==> config.mk <==
export PLATFORM = sky130hd
export DESIGN_NAME = led_chain_tx_flat
export DESIGN_NICKNAME = d
export VERILOG_FILES = /design/src/rtl/led_chain_tx_if.sv /design/src/rtl/led_chain_tx.sv /design/src/flat_wrapper.sv
export SDC_FILE = /design/constraint.sdc
export NUM_CORES = 1
export LEC_CHECK = 0
export ABC_AREA = 1
export ABC_CLOCK_PERIOD_IN_PS = 4900
export CAP_MARGIN = 10
export CORE_AREA = 2 2 56 72
export DETAILED_ROUTE_END_ITERATION = 10
export DIE_AREA = 0 0 58 74
export PLACE_DENSITY = 0.79
export SETUP_SLACK_MARGIN = 0.3
export SLEW_MARGIN = 20
export SYNTH_ARGS = -nofsm -noshare
export SYNTH_HDL_FRONTEND = slang
export SYNTH_SLANG_ARGS = --single-unit
==> constraint.sdc <==
create_clock -name clk -period 4.9 [get_ports clk]
set_clock_uncertainty 0.1 [all_clocks]
set_input_delay 0.735 -clock clk [delete_from_list [all_inputs] [get_ports clk]]
set_output_delay 0.735 -clock clk [all_outputs]
set_load 0.02 [all_outputs]
==> src/rtl/led_chain_tx_if.sv <==
// Parallel word stream from the frame-buffer reader into led_chain_tx.
// One word per driver device, transferred on in_valid && in_ready.
interface led_chain_tx_if #(
    parameter int unsigned WORD_W = 16
);
    logic [WORD_W-1:0] in_data;
    logic              in_valid;
    logic              in_sof;
    logic              in_ready;

    modport master (output in_data, in_valid, in_sof, input in_ready);
    modport slave  (input in_data, in_valid, in_sof, output in_ready);
endinterface

==> src/rtl/led_chain_tx.sv <==
// LED-panel daisy-chain transmitter: serialises one word per device MSB-first on
// SDI/SCLK, then pulses LE and advances the device index that mirrors the panel.
module led_chain_tx #(
    parameter int unsigned NUMBER_OF_DEVICES = 4,
    parameter int unsigned WORD_W            = 16,
    parameter int unsigned CLK_DIV           = 2
) (
    input  logic            clk,
    input  logic            rst,
    led_chain_tx_if.slave   in_if,
    output logic            sdi,
    output logic            sclk,
    output logic            le,
    output logic [4:0]      dev_idx,
    output logic            frame_done,
    output logic            busy,
    output logic            sof_err
);
    localparam int unsigned PH_W      = $clog2(2 * CLK_DIV);
    localparam int unsigned BC_W      = $clog2(WORD_W);
    localparam int unsigned LAST_DEV  = NUMBER_OF_DEVICES - 1;
    localparam logic [PH_W-1:0] PH_LO_END = PH_W'(CLK_DIV - 1);
    localparam logic [PH_W-1:0] PH_HI_END = PH_W'(2 * CLK_DIV - 1);

    typedef enum logic [1:0] {
        IDLE     = 2'd0,
        SHIFT_LO = 2'd1,
        SHIFT_HI = 2'd2,
        LATCH    = 2'd3
    } state_t;

    state_t            state, state_nxt;
    logic [PH_W-1:0]   phase, phase_nxt;
    logic [BC_W-1:0]   bit_cnt, bit_cnt_nxt;
    logic [WORD_W-1:0] shreg, shreg_nxt;
    logic [4:0]        dev_idx_nxt;
    logic              frame_done_nxt;
    logic              sof_err_nxt;
    logic              sdi_nxt;
    logic              sclk_nxt;
    logic              le_nxt;
    logic              busy_nxt;

    // Only combinational output: accept is possible in IDLE outside reset.
    assign in_if.in_ready = (state == IDLE) && !rst;

    always_ff @(posedge clk) begin
        if (rst) begin
            state      <= IDLE;
            phase      <= '0;
            bit_cnt    <= '0;
            shreg      <= '0;
            dev_idx    <= '0;
            frame_done <= 1'b0;
            sof_err    <= 1'b0;
            sdi        <= 1'b0;
            sclk       <= 1'b0;
            le         <= 1'b0;
            busy       <= 1'b0;
        end else begin
            state      <= state_nxt;
            phase      <= phase_nxt;
            bit_cnt    <= bit_cnt_nxt;
            shreg      <= shreg_nxt;
            dev_idx    <= dev_idx_nxt;
            frame_done <= frame_done_nxt;
            sof_err    <= sof_err_nxt;
            sdi        <= sdi_nxt;
            sclk       <= sclk_nxt;
            le         <= le_nxt;
            busy       <= busy_nxt;
        end
    end

    // Next state; pin outputs are decoded from the next state so they register
    // in step with the state they belong to.
    always_comb begin
        state_nxt      = state;
        phase_nxt      = phase;
        bit_cnt_nxt    = bit_cnt;
        shreg_nxt      = shreg;
        dev_idx_nxt    = dev_idx;
        frame_done_nxt = 1'b0;
        sof_err_nxt    = sof_err;

        unique case (state)
            IDLE: begin
                if (in_if.in_valid) begin
                    shreg_nxt   = in_if.in_data;
                    bit_cnt_nxt = BC_W'(WORD_W - 1);
                    phase_nxt   = '0;
                    state_nxt   = SHIFT_LO;
                    if (in_if.in_sof && (dev_idx != 5'd0)) begin
                        sof_err_nxt = 1'b1;
                    end
                end
            end
            SHIFT_LO: begin
                phase_nxt = phase + PH_W'(1);
                if (phase == PH_LO_END) begin
                    state_nxt = SHIFT_HI;
                end
            end
            SHIFT_HI: begin
                if (phase == PH_HI_END) begin
                    phase_nxt = '0;
                    if (bit_cnt == '0) begin
                        state_nxt = LATCH;
                    end else begin
                        shreg_nxt   = shreg << 1;
                        bit_cnt_nxt = bit_cnt - BC_W'(1);
                        state_nxt   = SHIFT_LO;
                    end
                end else begin
                    phase_nxt = phase + PH_W'(1);
                end
            end
            LATCH: begin
                if (phase == PH_HI_END) begin
                    phase_nxt = '0;
                    state_nxt = IDLE;
                    if (dev_idx == 5'(LAST_DEV)) begin
                        dev_idx_nxt    = 5'd0;
                        frame_done_nxt = 1'b1;
                    end else begin
                        dev_idx_nxt = dev_idx + 5'd1;
                    end
                end else begin
                    phase_nxt = phase + PH_W'(1);
                end
            end
            default: state_nxt = IDLE;
        endcase

        sclk_nxt = (state_nxt == SHIFT_HI);
        le_nxt   = (state_nxt == LATCH);
        busy_nxt = (state_nxt != IDLE);
        sdi_nxt  = ((state_nxt == SHIFT_LO) || (state_nxt == SHIFT_HI)) ? shreg_nxt[WORD_W-1] : 1'b0;
    end
endmodule

==> src/flat_wrapper.sv <==
// flat-port wrapper written by rule: the top's interface ports become plain ports
module led_chain_tx_flat 
#(
    parameter int unsigned NUMBER_OF_DEVICES = 4,
    parameter int unsigned WORD_W            = 16,
    parameter int unsigned CLK_DIV           = 2
)
  (clk, rst, sdi, sclk, le, dev_idx, frame_done, busy, sof_err, in_if_in_data, in_if_in_valid, in_if_in_sof, in_if_in_ready);
  led_chain_tx_if #(.WORD_W(WORD_W)) in_if_i ();
  input  logic clk;
  input  logic rst;
  output logic sdi;
  output logic sclk;
  output logic le;
  output logic [4:0] dev_idx;
  output logic frame_done;
  output logic busy;
  output logic sof_err;
  input wire logic [$bits(in_if_i.in_data)-1:0] in_if_in_data;
  input wire logic [$bits(in_if_i.in_valid)-1:0] in_if_in_valid;
  input wire logic [$bits(in_if_i.in_sof)-1:0] in_if_in_sof;
  output wire logic [$bits(in_if_i.in_ready)-1:0] in_if_in_ready;
  assign in_if_i.in_data = in_if_in_data;
  assign in_if_i.in_valid = in_if_in_valid;
  assign in_if_i.in_sof = in_if_in_sof;
  assign in_if_in_ready = in_if_i.in_ready;
  led_chain_tx #(.NUMBER_OF_DEVICES(NUMBER_OF_DEVICES), .WORD_W(WORD_W), .CLK_DIV(CLK_DIV)) u_core (.clk(clk), .rst(rst), .in_if(in_if_i), .sdi(sdi), .sclk(sclk), .le(le), .dev_idx(dev_idx), .frame_done(frame_done), .busy(busy), .sof_err(sof_err));
endmodule
* Word-level counts from Yosys, hierarchy flattened
Cells that the tools add are included.
** Storage, ports and cells
- Output and inout bits :: 12
- Bits of input ports :: 20
- Register bits :: 35
- Logic and storage cells :: 64
** Operators by class
- Bitwise logic cells :: 3
- Add/sub/neg operators :: 3
- Reduce and logical (&&, ||, !) cells :: 15
- Mux-type cells :: 19
- Eq/ne operators :: 12
** Operator list (number)
- 16-bit two-way mux :: 3
- 16-bit case mux with 2 select lines :: 1
- 2-bit two-way mux :: 7
- 4-bit two-way mux :: 3
- 2-bit == test, second input constant :: 5
- 2-bit case mux with 4 select lines :: 1
- 4-bit case mux with 2 select lines :: 1
- 2-bit by 1-bit == test with 1-bit output, second input constant :: 3
- 2-bit case mux with 3 select lines :: 1
- 5-bit by 1-bit adder with 5-bit output, second input constant :: 1
- 5-bit by 2-bit == test with 1-bit output, second input constant :: 1
- 5-bit two-way mux :: 1
- 5-bit nonzero test :: 1
- 4-bit logical NOT :: 1
- 2-bit != test, second input constant :: 2
- 4-bit AND reduction :: 1
- 2-bit nonzero test :: 2
- 2-bit OR reduction :: 2
- 4-bit by 1-bit subtractor with 4-bit output, second input constant :: 1
- 1-bit NOT :: 3
- 3-bit AND reduction :: 1
- 3-bit OR reduction :: 1
- 2-bit by 1-bit adder with 2-bit output, second input constant :: 1
- 1-bit logical AND :: 2
- 6 further kinds :: 6

* Logic depth before layout (Yosys ltp)
- Depth after elaboration :: 8
- Depth in mapped cells :: 10
- Depth with buffers taken out :: 9

* Least setup slack after synthesis
Ideal clock, no wire load.
- Path type :: in2out
- Start point :: input rst
- End point :: output in_if_in_ready
- Data required time :: 4.065 ns
- Path slack :: 2.586 ns
- Data arrival time :: 1.479 ns
- Path buffers :: 2
- Cell stages on the path :: 3
- Path through :: clkbuf_1 -> clkbuf_1 -> nor2_1
** On the way
- Longest elaborated chain between the ends :: 2
** RTL lines
- from (decl) :: RTL line flat_wrapper.sv:11 : input logic rst;
- 1-bit logical NOT :: RTL line led_chain_tx.sv:45 : assign in_if.in_ready = (state == IDLE) && !rst;
- 1-bit logical AND :: RTL line led_chain_tx.sv:45
- to (decl) :: RTL line flat_wrapper.sv:22 : output wire logic [$bits(in_if_i.in_ready)-1:0] in_if_in_ready;
Every way passes these cells.

* Worst setup path after layout
Same ends and word-level chain as after synthesis.

==> results.yml <==
route:
  wl_per_cell_um: 10.7
  drt_iter0_markers: 72
  drt-vias-per-instance: 4.96
  antenna_left: 0
  num_vias: 1641
  drt_wl_total_um: 3530
  drcViolationCount: 0
  dr.pass1.iters: 4
yosys:
  synth.net_count: 290
  syn_inst: 261
  synth_edf_count: 0
  netlist_top_cells_count: "nor2_1, nand2_1, dfxtp_1, inv_1, nand4_1"
  ys_seq_area_share_pct: 37.8
  ys.warnings.count: 0
  ys_ff_latch: 35
  yosysTopAreaCellShare_pct: 37.8
  syn_avg_cell_area_um2: 7.10
  ys_types: 32
  yosysMostFrequentCell: "nor2_1"
  ys_async_sr_fraction_pct: 0
  synth_ff_type: "dfxtp_1"
  synth_largest_area_cell: "dfxtp_1"
  synth_area_mm2: 0.00185
  yosys-top-cells-area: "dfxtp_1, nor2_1, nand2_1"
sta:
  finalHoldWorstSlack_ps: 387
  slew_headroom_pct: 54.8
  worst_slew_pin_slew_ps: 678
  hold_viol: 0
  fin_crit_ps: 2950
  setup_violations: 0
  rsz0062_at_grt: "false"
  setup_tns_ps: 0
  timing.final.max_slew_violations: 0
  fmax_mhz: 340
  period_share_pct: 60.1
grt:
  antenna_found_initial: 0
  top_usage_layer: "met2"
  met1_usage_pct: 21.3
  grt_use_met3_pct: 3.13
  grt_pass1_wl_um: 6150
  gr-usage-met2_pct: 32.4
  grt_overflow: 0
  grt_max_degree: 29
  gr-usage-all-layers_pct: 18.4
  grt_pass1_vias: 1513
placed_design:
  gp_congestion: 0.775
  post-dp-hpwl_um: 2380
  io_buffers: 31
  detailed_place.area_mm2: 0.00214
setup_path:
  cp_cell_sequence: "clkdlybuf4s50_1 > buf_4 > nor2_1 > clkdlybuf4s50_1"
  r2r_start: "u_core.bit_cnt[0]"
  crit_start: "rst"
  max_stage_delay_ps: 540
  crit_path_start_kind: "input port"
  critPathCaptureType: "output pin"
  critPathArrivalTime_ps: 2110
  path_max_fanout: 28
  cp_common_cell: "clkdlybuf4s50_1"
  cp.required_ps: 4070
  critPathSlowestCell: "clkdlybuf4s50_1"
  critical_path_class: "input port to output pin"
  critical-path-top-delay-family: "buffers and inverters"
  cp.buffers_inverters: 3
clocking:
  clk_latency_ps: 280
  clockBufferDepth: 2
  cts_tree: "built"
  numCtsBuffers: 5
  root_buffer: "clkbuf_8"
  clk_pin_slew_ps: 70
  post_cts_resized: 0
  holdBufCountCts: 0
  h-tree-depth: 2
  cts_setup_buffers: 0
  clock-sinks: 35
finish:
  drive_above_1_share_pct: 7.90
  nets: 319
  antenna-diode-count: 0
  area_delta_synth_final_pct: 21.1
  postLayoutCellArea_mm2: 0.00225
  nFillCells: 343
pwr:
  ir_drop_uv: 275
  leakage_nw: 0.994
  p_per_area_mw_per_mm2: 308
  power_uw: 693
floorplan:
  dieArea_mm2: 0.00429
  start_util_pct: 51.1
  die_h_um: 74
  core_mm2: 0.00363
  boundaryPins: 32
  rows: 25
  chipWidth_um: 58
worst_hold_path:
  min-delay-start: "u_core.shreg[0]"
  min_path_type: "flop to flop"
status:
  status: "complete, no violations"
flow_run:
  maxCapViolations: 0
power by group:
group / total (mW) / internal, mW / switching, mW / leakage, nW
clock: 0.229 / 0.128 / 0.101 / 0.0505
sequential: 0.320 / 0.305 / 0.0147 / 0.287
combinational: 0.144 / 0.0589 / 0.0846 / 0.657
final timing paths:
path	end	slack [ps]	cells after the start
worst max-delay path	in_if_in_ready	1950	4
worst min-delay path	u_core.shreg[0]	390	2
worst max register to register	u_core.sdi	2660	9
worst min register to register	u_core.shreg[0]	390	2
sequential cells by signal (all words and copies together), names as in the netlist, 2 cells and up:
name            cells
u_core.shreg       16
u_core.dev_idx      5
u_core.bit_cnt      4
u_core.phase        2
u_core.state        2
placed cells by master, fill, tap and decap left out:
cell type,Yosys,final
nand3_4,1,1
a21oi_1,6,6
o22ai_1,1,1
nor2_8,1,1
ha_1,9,9
dfxtp_1,35,35
buf_4,1,1
nor3_1,3,3
nand3_2,1,1
nand2_8,1,1
a31oi_1,1,1
nor2_1,64,64
nand2_1,48,48
inv_2,1,1
o21ai_0,4,4
clkinvlp_4,0,1
a21oi_2,2,2
nand3_1,12,12
or2_2,2,2
nor2_2,1,1
inv_1,35,35
nand4_1,16,16
a21o_1,1,1
clkdlybuf4s50_1,0,31
nand3b_1,1,1
inv_8,1,1
nor2_4,2,2
xor2_1,1,1
inv_4,1,1
clkbuf_8,0,7
final cells by class:
| cell class | instances | area, um^2 | area share (%) |
|---|---|---|---|
| clock buffer | 7 | 96.3 | 4.29 |
| clock inverter | 1 | 7.51 | 0.334 |
| inverter | 38 | 153 | 6.80 |
| multi-input combinational | 178 | 921 | 41.0 |
| sequential | 35 | 701 | 31.2 |
| tap | 40 | 50.0 | 2.23 |
| timing repair buffer | 32 | 318 | 14.2 |
kinds of logic after synthesis:
group	count (synthesis)	share of synthesized area, %
AOI/OAI and AO/OA	15	4.72
DFF	35	37.8
xor gates and xnor gates	1	0.472
and+or+nand+nor	153	38.4
adders and majority gates	9	6.07
buffers and inverters	48	12.6
through the flow:
stage	util [%]	setup WS, ps	instances
floorplan	-	2590	261
global placement	59.0	1940	323
detailed placement	59.0	1950	323
CTS	61.9	1940	331
global route	61.9	1910	331
finish	61.9	1950	331
per-layer routing:
layer | vias up | part of all wire [%]
li1 | 872 | -
met1 | 725 | 44
met2 | 37 | 50
met3 | 7 | 4.5
met4 | 0 | 2.0
met5 | - | 0
worst reg2reg max path: cells and delay by family, from the launching register on:
kind | cells | cell delay, ps
AND/OR/NAND/NOR | 6 | 1160
adder cells (fa/ha/maj) | 2 | 520
flip-flops | 1 | 330
buffers and inverters | 1 | 80
Power figures use the tool's default switching activity.
